## src/rtl/cnn_result_streamer_if.sv

```systemverilog
// Result stream handshake between cnn_result_streamer (master) and its consumer (slave).
// One element per transfer; a transfer happens on a cycle with out_valid and out_ready both high.
interface cnn_result_streamer_if #(
    parameter int DATA_WIDTH = 8,
    parameter int IDX_W      = 6
);
    logic [DATA_WIDTH-1:0] out_data;
    logic                  out_valid;
    logic                  out_ready;
    logic                  out_last;
    logic [IDX_W-1:0]      out_index;

    modport master (
        output out_data,
        output out_valid,
        output out_last,
        output out_index,
        input  out_ready
    );

    modport slave (
        input  out_data,
        input  out_valid,
        input  out_last,
        input  out_index,
        output out_ready
    );
endinterface

```

## src/rtl/cnn_result_streamer.sv

```systemverilog
// Captures one flat CNN conv2 result frame on a rising in_valid and streams it out element by element.
// While streaming it tracks the running max and publishes the argmax once the frame has been sent.
module cnn_result_streamer #(
    parameter int DATA_WIDTH = 8,
    parameter int NUM_BYTES  = 48,
    parameter int IDX_W      = 6
) (
    input  logic                            clk,
    input  logic                            rst,
    input  logic [DATA_WIDTH*NUM_BYTES-1:0] in_data,
    input  logic                            in_valid,
    output logic                            in_taken,
    cnn_result_streamer_if.master           stream,
    output logic                            busy,
    output logic                            overrun,
    output logic [IDX_W-1:0]                argmax_idx,
    output logic [DATA_WIDTH-1:0]           argmax_val,
    output logic                            argmax_valid
);
    localparam logic [IDX_W-1:0] LAST_IDX = IDX_W'(NUM_BYTES - 1);

    typedef enum logic [1:0] {
        IDLE,
        STREAM,
        DONE
    } state_t;

    state_t                state;
    logic [DATA_WIDTH-1:0] buf_q [NUM_BYTES];
    logic                  in_valid_q;
    logic [DATA_WIDTH-1:0] max_val;
    logic [IDX_W-1:0]      max_idx;
    logic                  frame_evt;
    logic                  xfer;
    logic                  take_elem;
    logic [IDX_W-1:0]      next_idx;
    logic [DATA_WIDTH-1:0] upd_val;
    logic [IDX_W-1:0]      upd_idx;

    assign frame_evt = in_valid && !in_valid_q;
    assign xfer      = (state == STREAM) && stream.out_valid && stream.out_ready;
    assign next_idx  = stream.out_index + IDX_W'(1);

    // Max including the element being transferred now; strict '>' keeps the lowest index on ties.
    always_comb begin
        take_elem = (stream.out_index == '0) || (stream.out_data > max_val);
        upd_val   = max_val;
        upd_idx   = max_idx;
        if (take_elem) begin
            upd_val = stream.out_data;
            upd_idx = stream.out_index;
        end
    end

    // Frame buffer carries no reset; its contents only matter after a capture.
    always_ff @(posedge clk) begin
        if (state == IDLE && frame_evt) begin
            for (int unsigned k = 0; k < NUM_BYTES; k++) begin
                buf_q[k] <= in_data[k*DATA_WIDTH +: DATA_WIDTH];
            end
        end
    end

    always_ff @(posedge clk) begin
        if (!rst) begin
            state            <= IDLE;
            in_valid_q       <= 1'b0;
            in_taken         <= 1'b0;
            stream.out_valid <= 1'b0;
            stream.out_last  <= 1'b0;
            stream.out_data  <= '0;
            stream.out_index <= '0;
            busy             <= 1'b0;
            overrun          <= 1'b0;
            max_val          <= '0;
            max_idx          <= '0;
            argmax_idx       <= '0;
            argmax_val       <= '0;
            argmax_valid     <= 1'b0;
        end else begin
            in_valid_q   <= in_valid;
            in_taken     <= 1'b0;
            argmax_valid <= 1'b0;
            case (state)
                IDLE: begin
                    if (frame_evt) begin
                        // Element 0 bypasses the buffer so it is presented the cycle after capture.
                        state            <= STREAM;
                        in_taken         <= 1'b1;
                        busy             <= 1'b1;
                        stream.out_valid <= 1'b1;
                        stream.out_index <= '0;
                        stream.out_data  <= in_data[DATA_WIDTH-1:0];
                        stream.out_last  <= (NUM_BYTES == 1);
                        max_val          <= '0;
                        max_idx          <= '0;
                    end
                end
                STREAM: begin
                    if (frame_evt) overrun <= 1'b1;
                    if (xfer) begin
                        max_val <= upd_val;
                        max_idx <= upd_idx;
                        if (stream.out_last) begin
                            state            <= DONE;
                            stream.out_valid <= 1'b0;
                            stream.out_last  <= 1'b0;
                            argmax_val       <= upd_val;
                            argmax_idx       <= upd_idx;
                            argmax_valid     <= 1'b1;
                        end else begin
                            stream.out_index <= next_idx;
                            stream.out_data  <= buf_q[next_idx];
                            stream.out_last  <= (next_idx == LAST_IDX);
                        end
                    end
                end
                DONE: begin
                    if (frame_evt) overrun <= 1'b1;
                    state <= IDLE;
                    busy  <= 1'b0;
                end
                default: begin
                    state <= IDLE;
                    busy  <= 1'b0;
                end
            endcase
        end
    end
endmodule

```

## src/flat_wrapper.sv

```systemverilog
// flat-port wrapper written by rule: the top's interface ports become plain ports
module cnn_result_streamer_flat 
#(
    parameter int DATA_WIDTH = 8,
    parameter int NUM_BYTES  = 48,
    parameter int IDX_W      = 6
)
  (clk, rst, in_data, in_valid, in_taken, busy, overrun, argmax_idx, argmax_val, argmax_valid, stream_out_data, stream_out_valid, stream_out_last, stream_out_index, stream_out_ready);
  cnn_result_streamer_if #(.DATA_WIDTH(DATA_WIDTH), .IDX_W(IDX_W)) stream_i ();
  input  logic clk;
  input  logic rst;
  input  logic [DATA_WIDTH*NUM_BYTES-1:0] in_data;
  input  logic in_valid;
  output logic in_taken;
  output logic busy;
  output logic overrun;
  output logic [IDX_W-1:0] argmax_idx;
  output logic [DATA_WIDTH-1:0] argmax_val;
  output logic argmax_valid;
  output wire logic [$bits(stream_i.out_data)-1:0] stream_out_data;
  output wire logic [$bits(stream_i.out_valid)-1:0] stream_out_valid;
  output wire logic [$bits(stream_i.out_last)-1:0] stream_out_last;
  output wire logic [$bits(stream_i.out_index)-1:0] stream_out_index;
  input wire logic [$bits(stream_i.out_ready)-1:0] stream_out_ready;
  assign stream_out_data = stream_i.out_data;
  assign stream_out_valid = stream_i.out_valid;
  assign stream_out_last = stream_i.out_last;
  assign stream_out_index = stream_i.out_index;
  assign stream_i.out_ready = stream_out_ready;
  cnn_result_streamer #(.DATA_WIDTH(DATA_WIDTH), .NUM_BYTES(NUM_BYTES), .IDX_W(IDX_W)) u_core (.clk(clk), .rst(rst), .in_data(in_data), .in_valid(in_valid), .in_taken(in_taken), .stream(stream_i), .busy(busy), .overrun(overrun), .argmax_idx(argmax_idx), .argmax_val(argmax_val), .argmax_valid(argmax_valid));
endmodule
```

## config.mk

```make
export PLATFORM = sky130hd
export DESIGN_NAME = cnn_result_streamer_flat
export DESIGN_NICKNAME = d
export VERILOG_FILES = /design/src/rtl/cnn_result_streamer_if.sv /design/src/rtl/cnn_result_streamer.sv /design/src/flat_wrapper.sv
export SDC_FILE = /design/constraint.sdc
export NUM_CORES = 1
export LEC_CHECK = 0
export CORE_ASPECT_RATIO = 0.7
export CORE_MARGIN = 8
export CORE_UTILIZATION = 25
export CTS_CLUSTER_SIZE = 24
export DETAILED_ROUTE_END_ITERATION = 8
export PLACE_DENSITY = 0.48
export SETUP_SLACK_MARGIN = 0.05
export SLEW_MARGIN = 20
export SYNTH_ARGS = -nofsm -noshare
export SYNTH_HDL_FRONTEND = slang
export SYNTH_SLANG_ARGS = --single-unit
export TNS_END_PERCENT = 5
```

## constraint.sdc

```tcl
create_clock -name clk -period 25.7 [get_ports clk]
set_clock_uncertainty 0.2 [all_clocks]
set_input_delay 3.855 -clock clk [delete_from_list [all_inputs] [get_ports clk]]
set_output_delay 3.855 -clock clk [all_outputs]
set_load 0.03 [all_outputs]
```

==> impl_results.md, run 1 <==
* Dpl hpwl at 40.78 mm
* Placed Cells incl. Taps at 2,304
* Die Y at 239.0 µm
* EDFF count, synth at 384
* Pins over their slew limit at 0
* Most common cell in the netlist: edfxtp_1
* Hold WS at 289.5 ps
* Gr ovfl total at 0
* Area of the core at 0.07003 mm²
* Status: finished, final reports clean
* Worst hold start: u_core.max_idx[2]
* Multi-input logic area at 0.004760 mm²
* Layout Nets at 1,799
* Distinct cell type count after synthesis at 60
* Fin crit period at 8176 ps
* Largest net degree at the start of global routing at 85
* HP Class: reg2reg
* Asr flop ratio synth at 0
* DR WL/cell at 22.89 µm
* First-pass GRT wire length at 78.11 mm
* Total Power at 1.650 mW
* Primary FF master, synth: edfxtp_1
* Critical Path AT at 8170 ps
* Relative slew margins at 0.2742
* 1st-pass router iterations at 5
* DRT iter0 DRCs at 918
* WS Path Type: in2reg
* Register area at 0.01256 mm²
* GPL Wtd Cong at 0.7741
* Startpoint types: input pin
* Clk slew on worst S/H paths at 70 ps
* Share of cells above drive strength 1 at 0.1532
* Synthesized flop and latch total at 435
* Core Util, Final at 0.3486
* H-tree Lvls at 2
* Tcrit/Tclk final at 0.3181
* IO Port Bufs at 421
* Number of buffers inserted by post-CTS setup repair at 0
* Ranking of synthesized cells by area: edfxtp_1 65%, mux4_2 12%, dfxtp_1 5.7%
* Maximum clock rate at 122.3 MHz
* Yosys warning total at 0
* Reg2reg start: u_core.state[1]
* Post-CTS resize count at 0
* Seq/Total Area, Yosys at 0.7068
* CTS buffer count at 46
* CTS tree: yes
* Area Growth Syn to Fin at 37.46%
* Post-Route WL at 54.83 mm
* Setup tns final at 0 ps
* Worst Path Required at 25,700 ps
* Power Density at 67.60 mW/mm²
* Hold_buf cts at 0
* Unrepaired setup endpoints after global routing: no
* Placed Area at 0.02290 mm²
* Clock latency on the worst-skew pair at 590 ps
* Die ar. at 0.07995 mm²
* Die width at 334.6 µm
* Final Hold Fails at 0
* Pre-CTS setup slack at 16,910 ps
* Vias in the first global route at 11,560
* GRT Resource Usage Total at 0.1325
* Yosys top cell area share at 0.6493
* CTS Root Buffer Type: clkbuf_16
* Endpoint class of the critical path: register
* Final WS setup at 17,520 ps
* Syn Inst Count at 976
* Routed via count at 10,490
* Synthesized area per cell at 18.19 µm²
* Synth Net Count at 1,377
* Final setup vio count at 0
* Final Non-Filler Cells at 2,395
* DRC viols at 0
* CTS max path bufs at 3
* Mapped Area at 0.01776 mm²
* Ports at 422
* Max cap viols at 0
* Commonest cells post-synth: 384 x edfxtp_1, 96 x mux4_2, 51 x dfxtp_1, 49 x mux2i_1, 42 x a31oi_1
* Worst slew pin tran at 1089 ps
* Clk sinks at 435
* CP max FO at 84
* Post-route design area at 0.02441 mm²
* Post-route ant nets at 0
* Cell Rows at 81
* Peak VDD IR at 0.00003273 V
* Leading area contributor after synthesis: edfxtp_1
* Initial antenna violation count at 15
* Leak Pwr at 7.698 nW
* Fill count at 6,705
* Starting Density at 0.2536
* Post-DR vias/cell at 4.382
* Crit path from: in_valid
[state kept, by name (all words and copies together) (netlist names), 2 cells and up]
| signal | count |
|---|---|
| u_core.argmax_val | 8 |
| u_core.argmax_idx | 6 |
| u_core.stream.out_data | 8 |
| u_core.max_val | 8 |
| u_core.state | 2 |
| u_core.stream.out_index | 6 |
| u_core.buf_q | 384 |
| u_core.max_idx | 6 |
[where the power goes]
group          total [mW]  internal (mW)  switching (mW)
Combinational       0.154         0.0804          0.0738
Clock               0.662          0.377           0.285
Sequential          0.834          0.821          0.0129
Total                1.65           1.28           0.371
[metal layers]
layer | wire (µm) | part of all wire | up-vias | track usage
li1 | - | - | 4857 | -
met1 | 24050 | 0.44 | 5179 | 0.1736
met2 | 25770 | 0.47 | 361 | 0.2142
met3 | 3910 | 0.071 | 79 | 0.04113
met4 | 981 | 0.018 | 18 | 0.03212
met5 | 121 | 0.0022 | - | 0
[final timing paths]
path,to,slack [ps],depth (start not counted)
setup / recovery,u_core.buf_q[47][4],17520,6
hold / removal,u_core.max_idx[2],290,2
setup reg to reg,u_core.buf_q[47][4],20650,7
hold reg to reg,u_core.max_idx[2],290,2
[final cells by class]
class,instances,area share
antenna,5,0.0005126
clock buffer,62,0.05310
clock inverter,24,0.007894
inverter,18,0.002768
multi-input combinational,462,0.1950
sequential,435,0.5144
tap,954,0.04890
timing repair buffer,435,0.1775
[placed cells by master (no fill, tap or decap), types with 4 or more instances in the layout]
master,instances
clkinv_2,10
o211a_1,8
dfxtp_1,50
diode_2,5
nor3_2,8
edfxtp_1,384
clkdlybuf4s50_1,421
clkinv_1,7
a21oi_1,34
buf_4,13
mux2_2,8
clkbuf_16,48
ha_1,12
nand2_1,31
mux4_2,96
a31oi_1,42
nand4_1,6
clkbuf_1,8
nand3_1,28
nor3_1,11
nor2_1,22
o211ai_1,12
a211oi_1,9
o21ai_1,13
o21ai_0,25
clkbuf_8,4
mux2i_1,49
inv_1,17
[worst max-delay path, stage by stage]
cell and delay [ps]:
clkdlybuf4s50_1 510, nand2b_1 310, nor2_4 790, buf_4 690, buf_4 910, buf_4 900
[cell families (layout without fill, tap and decap cells)]
| logic type | count (synthesis) | after routing | share of synthesized area |
|---|---|---|---|
| xor+xnor | 2 | 2 | 0.001832 |
| other cells | 0 | 5 | 0 |
| compound gates | 162 | 162 | 0.05961 |
| fa+ha+maj | 13 | 13 | 0.009160 |
| mux | 153 | 153 | 0.1544 |
| buf+inv | 79 | 539 | 0.02755 |
| simple gates | 132 | 132 | 0.04059 |
| flops | 435 | 435 | 0.7068 |
(Power assumes the default switching activity.)
==> run 2, diff against run 1 <==
==> constraint.sdc (replaced) <==
create_clock -name clk -period 7.8 [get_ports clk]
set_clock_uncertainty 0.2 [all_clocks]
set_input_delay 1.17 -clock clk [delete_from_list [all_inputs] [get_ports clk]]
set_output_delay 1.17 -clock clk [all_outputs]
set_load 0.03 [all_outputs]
==> impl_results.md, run 2 (synthesis gave the netlist of run 1 again) <==
* Critical-path top delay cell: dfxtp_4
* Post-Route WL at 57.39 mm
* H-tree Lvls at 2
* Power Density at 218.1 mW/mm²
* Startpoint types: register
* Clock latency on the worst-skew pair at 590 ps
* Most frequent cells in the layout: 421 x clkdlybuf4s50_1, 384 x edfxtp_1, 96 x mux4_2
* Die width at 334.6 µm
* Reg2reg start: u_core.stream.out_index[0]
* CP max FO at 43
* Critical Path AT at 3080 ps
* Final Non-Filler Cells at 2,383
* CTS buffer count at 45
* CTS tree: yes
* Layout Nets at 1,796
* Endpoint class of the critical path: output pin
* DRC viols at 0
* Initial antenna violation count at 8
* Post-CTS resize count at 0
* Number of buffers inserted by post-CTS setup repair at 0
* Final Hold Fails at 0
* Hold WS at 267.6 ps
* Top reg by flops: u_core.buf_q
* Pre-CTS setup slack at 3281 ps
* Final WS setup at 3351 ps
* Share of cells above drive strength 1 at 0.1459
* WS Path Type: reg2out
* Die ar. at 0.07995 mm²
* Net switching power at 1.198 mW
* Area of the core at 0.07003 mm²
* Status: finished, final reports clean
* Unrepaired setup endpoints after global routing: no
* Dpl hpwl at 43.42 mm
* DRT iter0 DRCs at 841
* Gr ovfl total at 0
* Placed Cells incl. Taps at 2,302
* Routed via count at 10,630
* Leak Pwr at 7.608 nW
* Starting Density at 0.2536
* Worst Hold End: u_core.overrun
* Tcrit/Tclk final at 0.5704
* WHS Path Cells at 2
* Sw frac at 0.2265
* Reg2Reg Setup Slack at 3350 ps
* Hold_buf cts at 0
* Maximum clock rate at 224.8 MHz
* IO Port Bufs at 421
* Final setup vio count at 0
* Post-DR vias/cell at 4.459
* R2R Path End: u_core.stream.out_data[1]
* DR WL/cell at 24.08 µm
* CTS max path bufs at 3
* Largest net degree at the start of global routing at 159
* CTS Root Buffer Type: clkbuf_16
* Clk slew on worst S/H paths at 60 ps
* Setup tns final at 0 ps
* First-pass GRT wire length at 81.05 mm
* Max cap viols at 0
* Commonest non-fill, non-tap cell in the layout: clkdlybuf4s50_1
* Cell Rows at 81
* Post-route ant nets at 0
* Gate power share at 0.098
* Peak VDD IR at 0.0001339 V
* Clock Power Share at 0.381
* Area Growth Syn to Fin at 36.62%
* Vias in the first global route at 11,560
* Worst slew pin tran at 1048 ps
* Clk sinks at 435
* Worst Path Required at 6430 ps
* GRT Resource Usage Total at 0.1394
* HP Class: reg2reg
* Seq pwr share at 0.521
* Internal power at 4.093 mW
* 1st-pass router iterations at 5
* GPL Wtd Cong at 0.7491
* R2r worst-path depth at 8
* Max reg flops at 384
* Relative slew margins at 0.3014
* CP max stage delay at 930 ps
* Pins over their slew limit at 0
* Crit-path cells: buf_4 -> clkdlybuf4s50_1
* Worst hold start: u_core.overrun
* Fin crit period at 4449 ps
* Die Y at 239.0 µm
* Ports at 422
run 2: cell types whose count changed in the layout (fill, tap and decap cells not counted), sizes merged:
cell      previous run  this run
clkbuf              62        58
inv                 22        18
buf                 14        12
diode                5         3
bufinv               2         1
clkinvlp             1         2
run 2: worst max path at each step:
| stage | from | end | slack (ps) | cells after the start |
|---|---|---|---|---|
| 2_1_floorplan | in_valid | u_core.buf_q[0][0] | 140 | 3 |
| 3_3_place_gp | u_core.stream.out_index[0] | u_core.stream.out_data[5] | 3330 | 8 |
| 3_5_place_dp | u_core.stream.out_index[0] | u_core.stream.out_data[5] | 3280 | 8 |
| 4_1_cts | u_core.stream.out_index[0] | stream_out_index[0] | 3180 | 2 |
| 5_1_grt | u_core.stream.out_index[0] | stream_out_index[0] | 3070 | 2 |
| 6_report | u_core.stream.out_index[0] | stream_out_index[0] | 3350 | 2 |
run 2: layer usage:
metal  global-route usage  part of all wire
met5                    0            0.0013
met4              0.03003             0.014
met3              0.04453             0.081
met2               0.2241              0.47
met1               0.1841              0.43
run 2: final cells by class:
type | instances | area, µm²
antenna | 3 | 7.507
clock buffer | 58 | 1196
clock inverter | 20 | 156.4
fill | 6716 | 45770
inverter | 18 | 67.56
multi-input combinational | 462 | 4755
sequential | 435 | 12560
tap | 954 | 1194
timing repair buffer | 433 | 4329
run 2: worst max-delay path: cells and delay by family, from the launching register on:
family | cells | cell delay [ps]
buffers and inverters | 2 | 1490
DFF | 1 | 930
run 2: power by group through the flow:
stage               clock network, mW  registers (mW)  logic (mW)
floorplan                           0            2.82       0.214
global placement                    0            2.80       0.522
detailed placement                  0            2.81       0.526
CTS                              2.10            2.76       0.527
global route                     2.19            2.77       0.554
finish                           2.02            2.76       0.517
run 2: stage by stage:
stage               area, µm²  power, mW  utilization
floorplan               17770      3.029            -
global placement        22900      3.327       0.3270
detailed placement      22900      3.333       0.3270
CTS                     24250      5.383       0.3463
global route            24250      5.512       0.3463
finish                  24260      5.291       0.3464
==> run 3, diff against run 2 <==
==> constraint.sdc (replaced) <==
create_clock -name clk -period 4.3 [get_ports clk]
set_clock_uncertainty 0.2 [all_clocks]
set_input_delay 0.645 -clock clk [delete_from_list [all_inputs] [get_ports clk]]
set_output_delay 0.645 -clock clk [all_outputs]
set_load 0.03 [all_outputs]
==> impl_results.md, run 3 (synthesis gave the netlist of run 1 again) <==
* CTS Root Buffer Type: clkbuf_16
* Final WS setup at 874.5 ps
* Share of cells above drive strength 1 at 0.1609
* Setup tns final at 0 ps
* Most utilized layer in the global route result: met2
* GPL Wtd Cong at 0.7860
* WS Path Type: reg2out
* Area Growth Syn to Fin at 38.76%
* Hold WS at 283.0 ps
* Post-DR vias/cell at 4.447
* Multi-input logic area at 0.004762 mm²
* Number of buffers inserted by post-CTS setup repair at 0
* Clk sinks at 435
* Pre-CTS setup slack at 947.6 ps
* Worst Path Required at 3450 ps
* GRT met2 Usage at 0.2217
* Worst slew pin tran at 940.6 ps
* Endpoint class of the critical path: output pin
* Vias in the first global route at 11,600
* Largest net degree at the start of global routing at 106
* Layout Nets at 1,820
* Ports at 422
* Pins over their slew limit at 0
* Die Y at 239.0 µm
* CTS max path bufs at 3
* Post-CTS resize count at 0
* Top reg by flops: u_core.buf_q
* Gate power share at 0.098
* H-tree Lvls at 2
* Max reg flops at 384
* Power Density at 403.9 mW/mm²
* DRC viols at 0
* Leak Pwr at 7.808 nW
* DRT iter0 DRCs at 820
* Placed Cells incl. Taps at 2,324
* Clock latency on the worst-skew pair at 580 ps
* Sw frac at 0.2221
* Seq pwr share at 0.501
* Net switching power at 2.210 mW
* Final Non-Filler Cells at 2,409
* Fin crit period at 3425 ps
* Clk slew on worst S/H paths at 60 ps
* IO Port Bufs at 421
* GRT Resource Usage Total at 0.1385
* Dpl hpwl at 43.56 mm
* Max cap viols at 0
* Post-route ant nets at 0
* Clock Power Share at 0.402
* 1st-pass router iterations at 5
* Startpoint types: register
* Unrepaired setup endpoints after global routing: no
* Commonest non-fill, non-tap cell in the layout: clkdlybuf4s50_1
* Maximum clock rate at 291.9 MHz
* Tcrit/Tclk final at 0.7966
* Internal power at 7.742 mW
* CP max FO at 47
* Cell Rows at 81
* Die width at 334.6 µm
* DR WL/cell at 23.84 µm
* Peak VDD IR at 0.0001771 V
* Die ar. at 0.07995 mm²
* First-pass GRT wire length at 81.31 mm
* Final Hold Fails at 0
* Most frequent cells in the layout: 421 x clkdlybuf4s50_1, 384 x edfxtp_1, 96 x mux4_2
* Global routing met3 resource utilization at 0.04834
* Area of the core at 0.07003 mm²
* Relative slew margins at 0.3722
* Initial antenna violation count at 12
* Status: finished, final reports clean
* Met1 usage at 0.1835
* Register area at 0.01256 mm²
* Fill count at 6,646
* Gr ovfl total at 0
* Critical Path AT at 2580 ps
* Routed via count at 10,710
* Post-Route WL at 57.42 mm
* Final setup vio count at 0
* HP Class: reg2reg
* Hold_buf cts at 0
* CTS tree: yes
* Starting Density at 0.2536
* CTS buffer count at 47
## run 3: changes by cell type in the layout (fill, tap and decap cells not counted), sizes merged
cell      change
bufinv        +3
clkbuf        +5
buf          +22
clkinv        -3
diode         -2
clkinvlp      +1
## run 3: cell type report
type | count | share of cell area
antenna | 1 | 0.0001016
clock buffer | 63 | 0.05189
clock inverter | 21 | 0.009089
inverter | 18 | 0.002742
multi-input combinational | 462 | 0.1933
sequential | 435 | 0.5095
tap | 954 | 0.04844
timing repair buffer | 455 | 0.1849
## run 3: stage by stage
step	cell area (µm²)	power [mW]	util
6_report	24640	9.952	0.3519
5_1_grt	24640	10.33	0.3518
4_1_cts	24640	10.12	0.3518
3_5_place_dp	23140	6.060	0.3304
3_3_place_gp	23130	6.051	0.3303
2_1_floorplan	17770	5.496	-
## run 3: worst paths after layout
path	cells past startpoint	start	to	slack, ps
setup / recovery	2	u_core.stream.out_index[0]	stream_out_index[0]	870
setup reg to reg	7	u_core.stream.out_index[1]	u_core.stream.out_data[0]	1000
hold / removal	2	u_core.max_idx[4]	u_core.max_idx[4]	280
hold reg to reg	2	u_core.max_idx[4]	u_core.max_idx[4]	280
## run 3: per-layer routing
layer  vias to the layer above  wire length, µm
met3                        79             4398
met5                         -              138
met1                      5368            25340
met2                       359            26810
met4                        22              725
li1                       4885                -
## run 3: power groups by stage
stage / registers, mW / logic (mW) / clock network, mW
3_5_place_dp: 5.07 / 0.988 / 0
6_report: 4.98 / 0.972 / 4.00
3_3_place_gp: 5.07 / 0.981 / 0
2_1_floorplan: 5.11 / 0.389 / 0
5_1_grt: 5.00 / 1.04 / 4.29
4_1_cts: 4.98 / 0.991 / 4.15
## run 3: critical path, stage by stage, from the launching register on
cell,delay (ps)
dfxtp_4,370
buf_4,690
clkdlybuf4s50_1,880
